### src/rtl/rc4_sched_pkg.sv
// rtl/rc4_sched_pkg.sv - shared types and constants for the RC4 key-search phase scheduler
package rc4_sched_pkg;

    localparam int ADDR_W = 8;
    localparam int DATA_W = 8;
    localparam int DEFAULT_TIMEOUT_CYCLES = 1024;

    typedef enum logic [3:0] {
        IDLE       = 4'd0,
        LOAD_START = 4'd1,
        LOAD_WAIT  = 4'd2,
        SHUF_START = 4'd3,
        SHUF_WAIT  = 4'd4,
        DEC_START  = 4'd5,
        DEC_WAIT   = 4'd6,
        NEXT_KEY   = 4'd7,
        FOUND      = 4'd8,
        FAIL       = 4'd9
    } state_t;

    typedef enum logic [1:0] {
        GNT_NONE = 2'd0,
        GNT_LOAD = 2'd1,
        GNT_SHUF = 2'd2,
        GNT_DEC  = 2'd3
    } grant_t;

    // Which engine owns the S-memory port in a given scheduler state.
    function automatic grant_t grant_of(input state_t s);
        case (s)
            LOAD_START, LOAD_WAIT: grant_of = GNT_LOAD;
            SHUF_START, SHUF_WAIT: grant_of = GNT_SHUF;
            DEC_START, DEC_WAIT:   grant_of = GNT_DEC;
            default:               grant_of = GNT_NONE;
        endcase
    endfunction

endpackage

### src/rtl/rc4_mem_mux.sv
// rtl/rc4_mem_mux.sv - combinational 3:1 S-memory request mux, zero output when nothing is granted
module rc4_mem_mux
    import rc4_sched_pkg::*;
(
    input  grant_t            i_grant,
    input  logic [ADDR_W-1:0] i_l_address,
    input  logic              i_l_wren,
    input  logic [DATA_W-1:0] i_l_data,
    input  logic [ADDR_W-1:0] i_s_address,
    input  logic              i_s_wren,
    input  logic [DATA_W-1:0] i_s_data,
    input  logic [ADDR_W-1:0] i_d_address,
    input  logic              i_d_wren,
    input  logic [DATA_W-1:0] i_d_data,
    output logic [ADDR_W-1:0] o_address,
    output logic              o_wren,
    output logic [DATA_W-1:0] o_data
);

    // Forward the granted engine's request; an ungranted port never writes.
    always_comb begin
        o_address = '0;
        o_wren    = 1'b0;
        o_data    = '0;
        case (i_grant)
            GNT_LOAD: begin
                o_address = i_l_address;
                o_wren    = i_l_wren;
                o_data    = i_l_data;
            end
            GNT_SHUF: begin
                o_address = i_s_address;
                o_wren    = i_s_wren;
                o_data    = i_s_data;
            end
            GNT_DEC: begin
                o_address = i_d_address;
                o_wren    = i_d_wren;
                o_data    = i_d_data;
            end
            default: begin
                o_address = '0;
                o_wren    = 1'b0;
                o_data    = '0;
            end
        endcase
    end

endmodule

### src/rtl/rc4_sched.sv
// rtl/rc4_sched.sv - RC4 key-search phase scheduler; optional per-phase watchdog via RC4_SCHED_TIMEOUT_EN
module rc4_sched
    import rc4_sched_pkg::*;
#(
    parameter int               KEY_W          = 24,
    parameter logic [KEY_W-1:0] KEY_START      = '0,
    parameter logic [KEY_W-1:0] KEY_END        = KEY_W'(24'h3FFFFF),
    parameter int               TIMEOUT_CYCLES = DEFAULT_TIMEOUT_CYCLES
) (
    input  logic              clk,
    input  logic              reset,
    input  logic              start,
    output logic              l_start,
    input  logic              l_done,
    input  logic [ADDR_W-1:0] l_address,
    input  logic              l_wren,
    input  logic [DATA_W-1:0] l_data,
    output logic              s_start,
    input  logic              s_done,
    input  logic [ADDR_W-1:0] s_address,
    input  logic              s_wren,
    input  logic [DATA_W-1:0] s_data,
    output logic              d_start,
    input  logic              d_done,
    input  logic              d_pass,
    input  logic [ADDR_W-1:0] d_address,
    input  logic              d_wren,
    input  logic [DATA_W-1:0] d_data,
    output logic [ADDR_W-1:0] mem_address,
    output logic              mem_wren,
    output logic [DATA_W-1:0] mem_data,
    output logic [KEY_W-1:0]  key,
    output logic              busy,
    output logic              found,
    output logic              fail,
    output logic              timeout
);

    state_t           r_state;
    state_t           w_next;
    logic [KEY_W-1:0] r_key;
    logic             w_restart;
    logic             w_is_wait;
    logic             w_to_hit;

    assign w_restart = start && (r_state == IDLE || r_state == FOUND || r_state == FAIL);
    assign w_is_wait = (r_state == LOAD_WAIT) || (r_state == SHUF_WAIT) || (r_state == DEC_WAIT);

`ifdef RC4_SCHED_TIMEOUT_EN
    localparam int CNT_W = $clog2(TIMEOUT_CYCLES + 1);

    logic [CNT_W-1:0] r_cnt;
    logic             r_timeout;

    // Watchdog: restarts at each engine kick-off and counts cycles spent waiting for done.
    always_ff @(posedge clk or posedge reset) begin
        if (reset) begin
            r_cnt <= '0;
        end else if (r_state == LOAD_START || r_state == SHUF_START || r_state == DEC_START) begin
            r_cnt <= '0;
        end else if (w_is_wait) begin
            r_cnt <= r_cnt + CNT_W'(1);
        end
    end

    // Limit is hit on the wait cycle whose increment would make the count equal TIMEOUT_CYCLES.
    assign w_to_hit = w_is_wait && (r_cnt == CNT_W'(TIMEOUT_CYCLES - 1));

    // Sticky timeout flag: set when a wait state gives up, cleared only by restart.
    always_ff @(posedge clk or posedge reset) begin
        if (reset) begin
            r_timeout <= 1'b0;
        end else if (w_restart) begin
            r_timeout <= 1'b0;
        end else if (w_is_wait && w_next == FAIL) begin
            r_timeout <= 1'b1;
        end
    end

    assign timeout = r_timeout;
`else
    assign w_to_hit = 1'b0;
    // Constant 0: the limit only matters when the watchdog is built.
    assign timeout  = (TIMEOUT_CYCLES < 0);
`endif

    // State register.
    always_ff @(posedge clk or posedge reset) begin
        if (reset) begin
            r_state <= IDLE;
        end else begin
            r_state <= w_next;
        end
    end

    // Next-state logic; a done only counts in its own engine's wait state and beats the watchdog.
    always_comb begin
        w_next = r_state;
        case (r_state)
            IDLE, FOUND, FAIL: if (start) w_next = LOAD_START;
            LOAD_START:        w_next = LOAD_WAIT;
            LOAD_WAIT: begin
                if (l_done)        w_next = SHUF_START;
                else if (w_to_hit) w_next = FAIL;
            end
            SHUF_START:        w_next = SHUF_WAIT;
            SHUF_WAIT: begin
                if (s_done)        w_next = DEC_START;
                else if (w_to_hit) w_next = FAIL;
            end
            DEC_START:         w_next = DEC_WAIT;
            DEC_WAIT: begin
                if (d_done)        w_next = d_pass ? FOUND : NEXT_KEY;
                else if (w_to_hit) w_next = FAIL;
            end
            NEXT_KEY:          w_next = (r_key == KEY_END) ? FAIL : LOAD_START;
            default:           w_next = IDLE;
        endcase
    end

    // Candidate key: rewinds on restart, steps only between attempts, never past KEY_END.
    always_ff @(posedge clk or posedge reset) begin
        if (reset) begin
            r_key <= KEY_START;
        end else if (w_restart) begin
            r_key <= KEY_START;
        end else if (r_state == NEXT_KEY && r_key != KEY_END) begin
            r_key <= r_key + KEY_W'(1);
        end
    end

    assign key     = r_key;
    assign l_start = (r_state == LOAD_START);
    assign s_start = (r_state == SHUF_START);
    assign d_start = (r_state == DEC_START);
    assign busy    = !(r_state == IDLE || r_state == FOUND || r_state == FAIL);
    assign found   = (r_state == FOUND);
    assign fail    = (r_state == FAIL);

    rc4_mem_mux u_mem_mux (
        .i_grant     (grant_of(r_state)),
        .i_l_address (l_address),
        .i_l_wren    (l_wren),
        .i_l_data    (l_data),
        .i_s_address (s_address),
        .i_s_wren    (s_wren),
        .i_s_data    (s_data),
        .i_d_address (d_address),
        .i_d_wren    (d_wren),
        .i_d_data    (d_data),
        .o_address   (mem_address),
        .o_wren      (mem_wren),
        .o_data      (mem_data)
    );

endmodule

### config.mk
export PLATFORM = sky130hd
export DESIGN_NAME = rc4_sched
export DESIGN_NICKNAME = d
export VERILOG_FILES = /design/src/rtl/rc4_sched_pkg.sv /design/src/rtl/rc4_mem_mux.sv /design/src/rtl/rc4_sched.sv
export SDC_FILE = /design/constraint.sdc
export NUM_CORES = 1
export LEC_CHECK = 0
export BUFFER_PORTS_ARGS = -buffer_cell sky130_fd_sc_hd__buf_2
export CAP_MARGIN = 0
export CORE_MARGIN = 2
export CORE_UTILIZATION = 42
export CTS_CLUSTER_DIAMETER = 40
export DETAILED_ROUTE_END_ITERATION = 7
export HOLD_SLACK_MARGIN = 0.1
export PLACE_DENSITY_LB_ADDON = 0.3
export SYNTH_ARGS = -nofsm -noshare
export SYNTH_HDL_FRONTEND = slang
export SYNTH_SLANG_ARGS = --single-unit
### constraint.sdc
create_clock -name clk -period 1.9 [get_ports clk]
set_clock_uncertainty 0.05 [all_clocks]
set_input_delay 0.475 -clock clk [delete_from_list [all_inputs] [get_ports clk]]
set_output_delay 0.475 -clock clk [all_outputs]
set_load 0.03 [all_outputs]
==> Yosys cells after proc, flatten, opt, wreduce, memory -nomap -nowiden <==
Index checks and enable logic that the tools add are counted.
{ "op_classes": {"addsub": 1, "n_mul": 0, "div_mod_pow": 0, "n_lt_le_gt_ge": 0, "n_eq_ne": 18, "shift": 0, "muxes": 13, "bitwise": 0, "reduce_logical": 12} }
{ "ops": {"columns": ["cell", "n"], "rows": [
  ["24-bit 2-to-1 mux", 2],
  ["8-bit one-hot mux with 3 select lines", 2],
  ["4-bit one-hot mux with 8 select lines", 1],
  ["24-bit by 1-bit adder with 24-bit output, second input constant", 1],
  ["24-bit by 22-bit == test with 1-bit output, second input constant", 1],
  ["4-bit 2-to-1 mux", 6],
  ["24-bit by 22-bit inequality test with 1-bit output, second input constant", 1],
  ["4-bit by 3-bit == test with 1-bit output, second input constant", 4],
  ["4-bit by 2-bit == test with 1-bit output, second input constant", 2],
  ["4-bit == test, second input constant", 2],
  ["2-bit inequality test, second input constant", 4],
  ["2-bit one-hot mux with 3 select lines", 1],
  ["2-bit OR reduction", 3],
  ["2-bit == test, second input constant", 2],
  ["4-bit by 1-bit == test with 1-bit output, second input constant", 1],
  ["4-bit logical NOT", 1],
  ["4-bit AND reduction", 1],
  ["1-bit one-hot mux with 3 select lines", 1],
  ["3-bit OR reduction", 1],
  ["2-bit by 1-bit == test with 1-bit output, second input constant", 1],
  ["1-bit logical AND", 2],
  ["1-bit logical OR", 2],
  ["2-bit nonzero test", 1],
  ["1-bit logical NOT", 1]
]} }
{ "totals": {"regBits": 28, "latch_bits": 0, "ram_bits": 0, "romBits": 0, "inputBits": 58, "out_inout_bits": 48, "wordCells": 46, "memories": 0} }

==> Longest topological paths before layout <==
{ "logic_depth": {"word_depth": 5, "depth_mapped": 7} }

==> Cells and area by module <==
From an unflattened synthesis, not the netlist that was laid out.
{ "unflattened": {"hier_cells": 234, "hier_area_um2": 2184.6} }
{ "modules_own_cells": {"columns": ["mod", "instances", "cells_per_inst", "area_each_um2", "seq_area_each_um2"], "rows": [
  ["rc4_sched", 1, 193, 1730.4, 700.7],
  ["rc4_mem_mux", 1, 41, 454.2, 0.0]
]} }

==> Worst setup path after synthesis <==
OpenSTA, ideal clock, no wires.
{ "synth_path": {"path_type": "flip-flop to output port", "from": "reg r_state[1]", "to": "out mem_address[2]", "arrival_ps": 1872, "required_time_ps": 1375, "path_slack_ps": -497, "stages_incl_launch_ff": 7, "n_path_buf": 2, "cell_sequence": "dfrtp_1 -> buf_2 -> or3b_1 -> a21oi_4 -> buf_4 -> a22oi_1 -> a21oi_1"} }
{ "synth_via": {"elab_chain_len": 5} }
{ "synth_rtl": {"columns": ["item", "line", "rtl"], "rows": [
  ["start, declared", "rc4_sched.sv:39", "state_t r_state;"],
  ["start signal, assigned", "rc4_sched.sv:92", "r_state <= w_next;"],
  ["4-bit by 3-bit == test with 1-bit output (tied with other cells)", "rc4_sched_pkg.sv:30", "case (s)"],
  ["2-bit OR reduction", "rc4_sched_pkg.sv:30", null],
  ["2-bit one-hot mux with 3 select lines (*)", "rc4_sched_pkg.sv:30", null],
  ["2-bit == test or 2-bit by 1-bit == test with 1-bit output (tied branches)", "rc4_mem_mux.sv:25", "case (i_grant)"],
  ["8-bit one-hot mux with 3 select lines (*)", "rc4_mem_mux.sv:25", null],
  ["end, declared", "rc4_sched.sv:29", "output logic [ADDR_W-1:0] mem_address,"]
]} }
Mark *: on every way between the ends. The rest lies on a longest branch, timed or not.

==> Worst setup path in the final report <==
{ "layout_path": {"from": "reg r_state[0]", "to": "out mem_address[3]"} }
Same word-level chain as after synthesis.

==> metrics.md <==
| Metric | Value |
|---|---|
| First-pass GRT wire length | ~12000 microns |
| CP endpoint kind | output pin |
| Synth Area per Inst | roughly 8.2 sq um |
| Total core area | just under 5000 sq um |
| Clock latency on the worst-skew pair | around 0.28 ns |
| Yosys warns | 0 |
| Status | finished, violations left |
| Max clock buf depth | 2 |
| Root Buffer Master | clkbuf_8 |
| Max-slew headroom | between 60% and 70% |
| Post-Synthesis Cell Area | between 2000 and 2500 sq um |
| RePlAce Congestion | around 0.84 |
| Failing checks | negative setup slack |
| Post-Layout Cell Count | approximately 470 |
| Final setup violation count | 26 |
| Minimum clock period | ~2.8 ns |
| PortBufs | roughly 100 |
| Diode count | 0 |
| Area delta synth->final | 77.5% |
| Layout cells sized above 1 | 59.2% |
| Synth cell count leaders | 38 x nand2_1, 28 x dfrtp_1, 28 x nor2_1, 21 x a21oi_1, 14 x a22oi_1 |
| Critical setup path kind | reg2out |
| Total Die Area | 5680 sq um |
| Slew Viols, Final | 0 |
| Mapped Nets | 320 |
| Drt wl/cell | between 15 and 20 microns |
| Ys async rst share | 100% |
| Clock-pin slew on the worst setup and hold paths | around 0.10 ns |
| Drc violations | 0 |
| Via count | approximately 2800 |
| Most frequent cell after synthesis | nand2_1 |
| P_leak | 1.81 nW |
| Synth top area share | 32.7% |
| FMAX | between 300 and 400 MHz |
| Peak supply drop | about 1.2 mV |
| Post-synth EDFFs | 0 |
| Vias per cell | slightly below 6 |
| #FFs+latches synth | 28 |
| Antenna Violating Nets Remaining | 0 |
| Final global-route overflow total | 0 |
| Largest net degree at the start of global routing | 29 |
| H-tree depth | 1 |
| Setup WS post-layout | -0.899 ns |
| Syn Inst Count | roughly 260 |
| TritonRoute pass-1 iters | 5 |
| Pwr per Cell Area | 1780 nW/um^2 |
| CTS tree | yes |
| CTS Sinks | 28 |
| Fin crit share | 147% |
| Die boundary height | 75.4 microns |
| Register area share after synthesis | between 30% and 40% |
| Slew @ Worst Pin | around 0.5 ns |
| FP Rows | 25 |
| RSZ-0062 raised after global routing | true |
| Vias in the first global route | ~2600 |
| Number of placed instances, taps included | ~460 |
| Worst hold path type | in2async |
| Initial antenna violation count | 0 |
| Ranking of synthesized cells by area | dfrtp_1 33%, nand2_1 6.7%, a21oi_1 4.9%, a22oi_1 4.9%, nor2_1 4.9% |
| DIE WIDTH | 75.4 microns |
| DRT Wirelength | between 9000 and 10000 microns |
| Synth cell types | 52 |
| Fillers | between 300 and 400 |
| Startpoint types | flop |
| CP Data Arrival Time | roughly 2.3 ns |
| Yosys top cell by area | dfrtp_1 |
| Critical path fanouts, max | 13 |
| Post-layout util | just under 80% |
| Global router's overall resource usage | approximately 27% |
| Final Net Count | approximately 470 |
| DP HPWL | 5390 microns |
| Multi-input gate area | 1740 sq um |
| Critical Path RT | ~1.4 ns |
| Starting Density | 44.4% |
| TritonCTS buffer count | 3 |
| Final hold violations | 0 |
| Initial drt markers | between 200 and 300 |
| Main synth FF type | dfrtp_1 |
| Register area | a little over 700 sq um |
| Max-cap violations | 0 |
| I/O pin count | 106 |
## power breakdown
group,leakage (nW),internal (mW),total [mW],switching [mW]
clock,0.0357,0.282,0.484,0.201
combinational,1.40,2.36,5.43,3.08
sequential,0.374,0.701,0.836,0.134
total,1.81,3.34,6.75,3.41
## metal layers
layer  track usage, %  vias up  wire [microns]
met4             8.97        0             365
met5                0        -               0
met1             31.4     1364            3300
li1                 -     1249               -
met3             3.70       39             679
met2             50.6      161            4880
## flip-flops by register name, indices dropped and copies added (netlist names)
register	cells
key	24
r_state	4
## kinds of logic (layout without fill, tap and decap cells)
logic type | Yosys count | in the layout | synth area share, %
AOI/OAI and AO/OA | 74 | 74 | 23.6
xor gates and xnor gates | 10 | 10 | 4.09
adders and majority gates | 1 | 1 | 0.584
buffers and inverters | 21 | 167 | 4.73
DFF | 28 | 28 | 32.7
muxes | 8 | 8 | 3.80
other | 1 | 1 | 0.175
and+or+nand+nor | 118 | 118 | 30.3
## path summary, 6_finish.rpt
| path | from | end | slack [ns] | cells after the start |
|---|---|---|---|---|
| min in group clk | d_pass | r_state[1] | 0.52 | 4 |
| worst max register to register | r_state[0] | key[21] | -0.05 | 7 |
| worst min-delay path | reset | key[0] | 0.19 | 3 |
| worst max-delay path | r_state[0] | mem_address[3] | -0.90 | 7 |
| worst min register to register | key[3] | key[3] | 0.54 | 1 |
| max in group asynchronous | reset | key[8] | 1.32 | 3 |
## critical path, stage by stage (launching register included)
cell and delay (ns):
dfrtp_1 0.44, buf_4 0.16, xor2_2 0.17, nor3b_4 0.18, nor2_4 0.34, nand2_1 0.26
a21oi_4 0.27, buf_6 0.16
## cell type report
class                           instances  area share, %
Multi-Input combinational cell        212           45.8
Clock inverter                          1          0.790
Sequential cell                        28           18.6
Timing Repair Buffer                  158           31.0
Inverter                                5          0.560
Tap cell                               67           2.21
Clock buffer                            3           1.09
## layout by cell type (no fill, tap or decap), types with 5 or more instances in the layout
| master | count |
|---|---|
| buf_2 | 81 |
| buf_4 | 44 |
| nand2_1 | 30 |
| buf_6 | 26 |
| nor2_1 | 24 |
| dfrtp_1 | 22 |
| a21oi_4 | 11 |
| a22oi_2 | 10 |
| nand3_1 | 9 |
| and3_1 | 8 |
| mux2i_1 | 7 |
| nand2_2 | 7 |
| o21ai_0 | 6 |
| a21oi_1 | 6 |
| dfrtp_2 | 6 |
| o21ai_4 | 5 |
| o211ai_1 | 5 |
| a21oi_2 | 5 |
## timing repair
action | 4_1_cts | 5_1_grt
gates resized for setup | 58 | 50
hold buffers | 0 | 0
cloned | 1 | 2
pin swaps | 7 | 12
endpoints found under the setup margin | 35 | 44
setup buffers | 4 | 2
## metrics by stage
step           area (sq um)  TNS (ns)  hold slack, ns  worst slack, ns  power, mW
3_3_place_gp           3250     -7.58           0.487           -0.518       4.73
3_5_place_dp           3250     -8.56           0.509           -0.572       4.83
4_1_cts                3560    -10.67           0.203           -0.647       6.07
6_report               3800    -11.96           0.186           -0.899       6.75
2_1_floorplan          2390     -2.77           0.490           -0.203       3.80
5_1_grt                3800    -13.28           0.268           -0.920       7.00
Power figures use the tool's default switching activity.
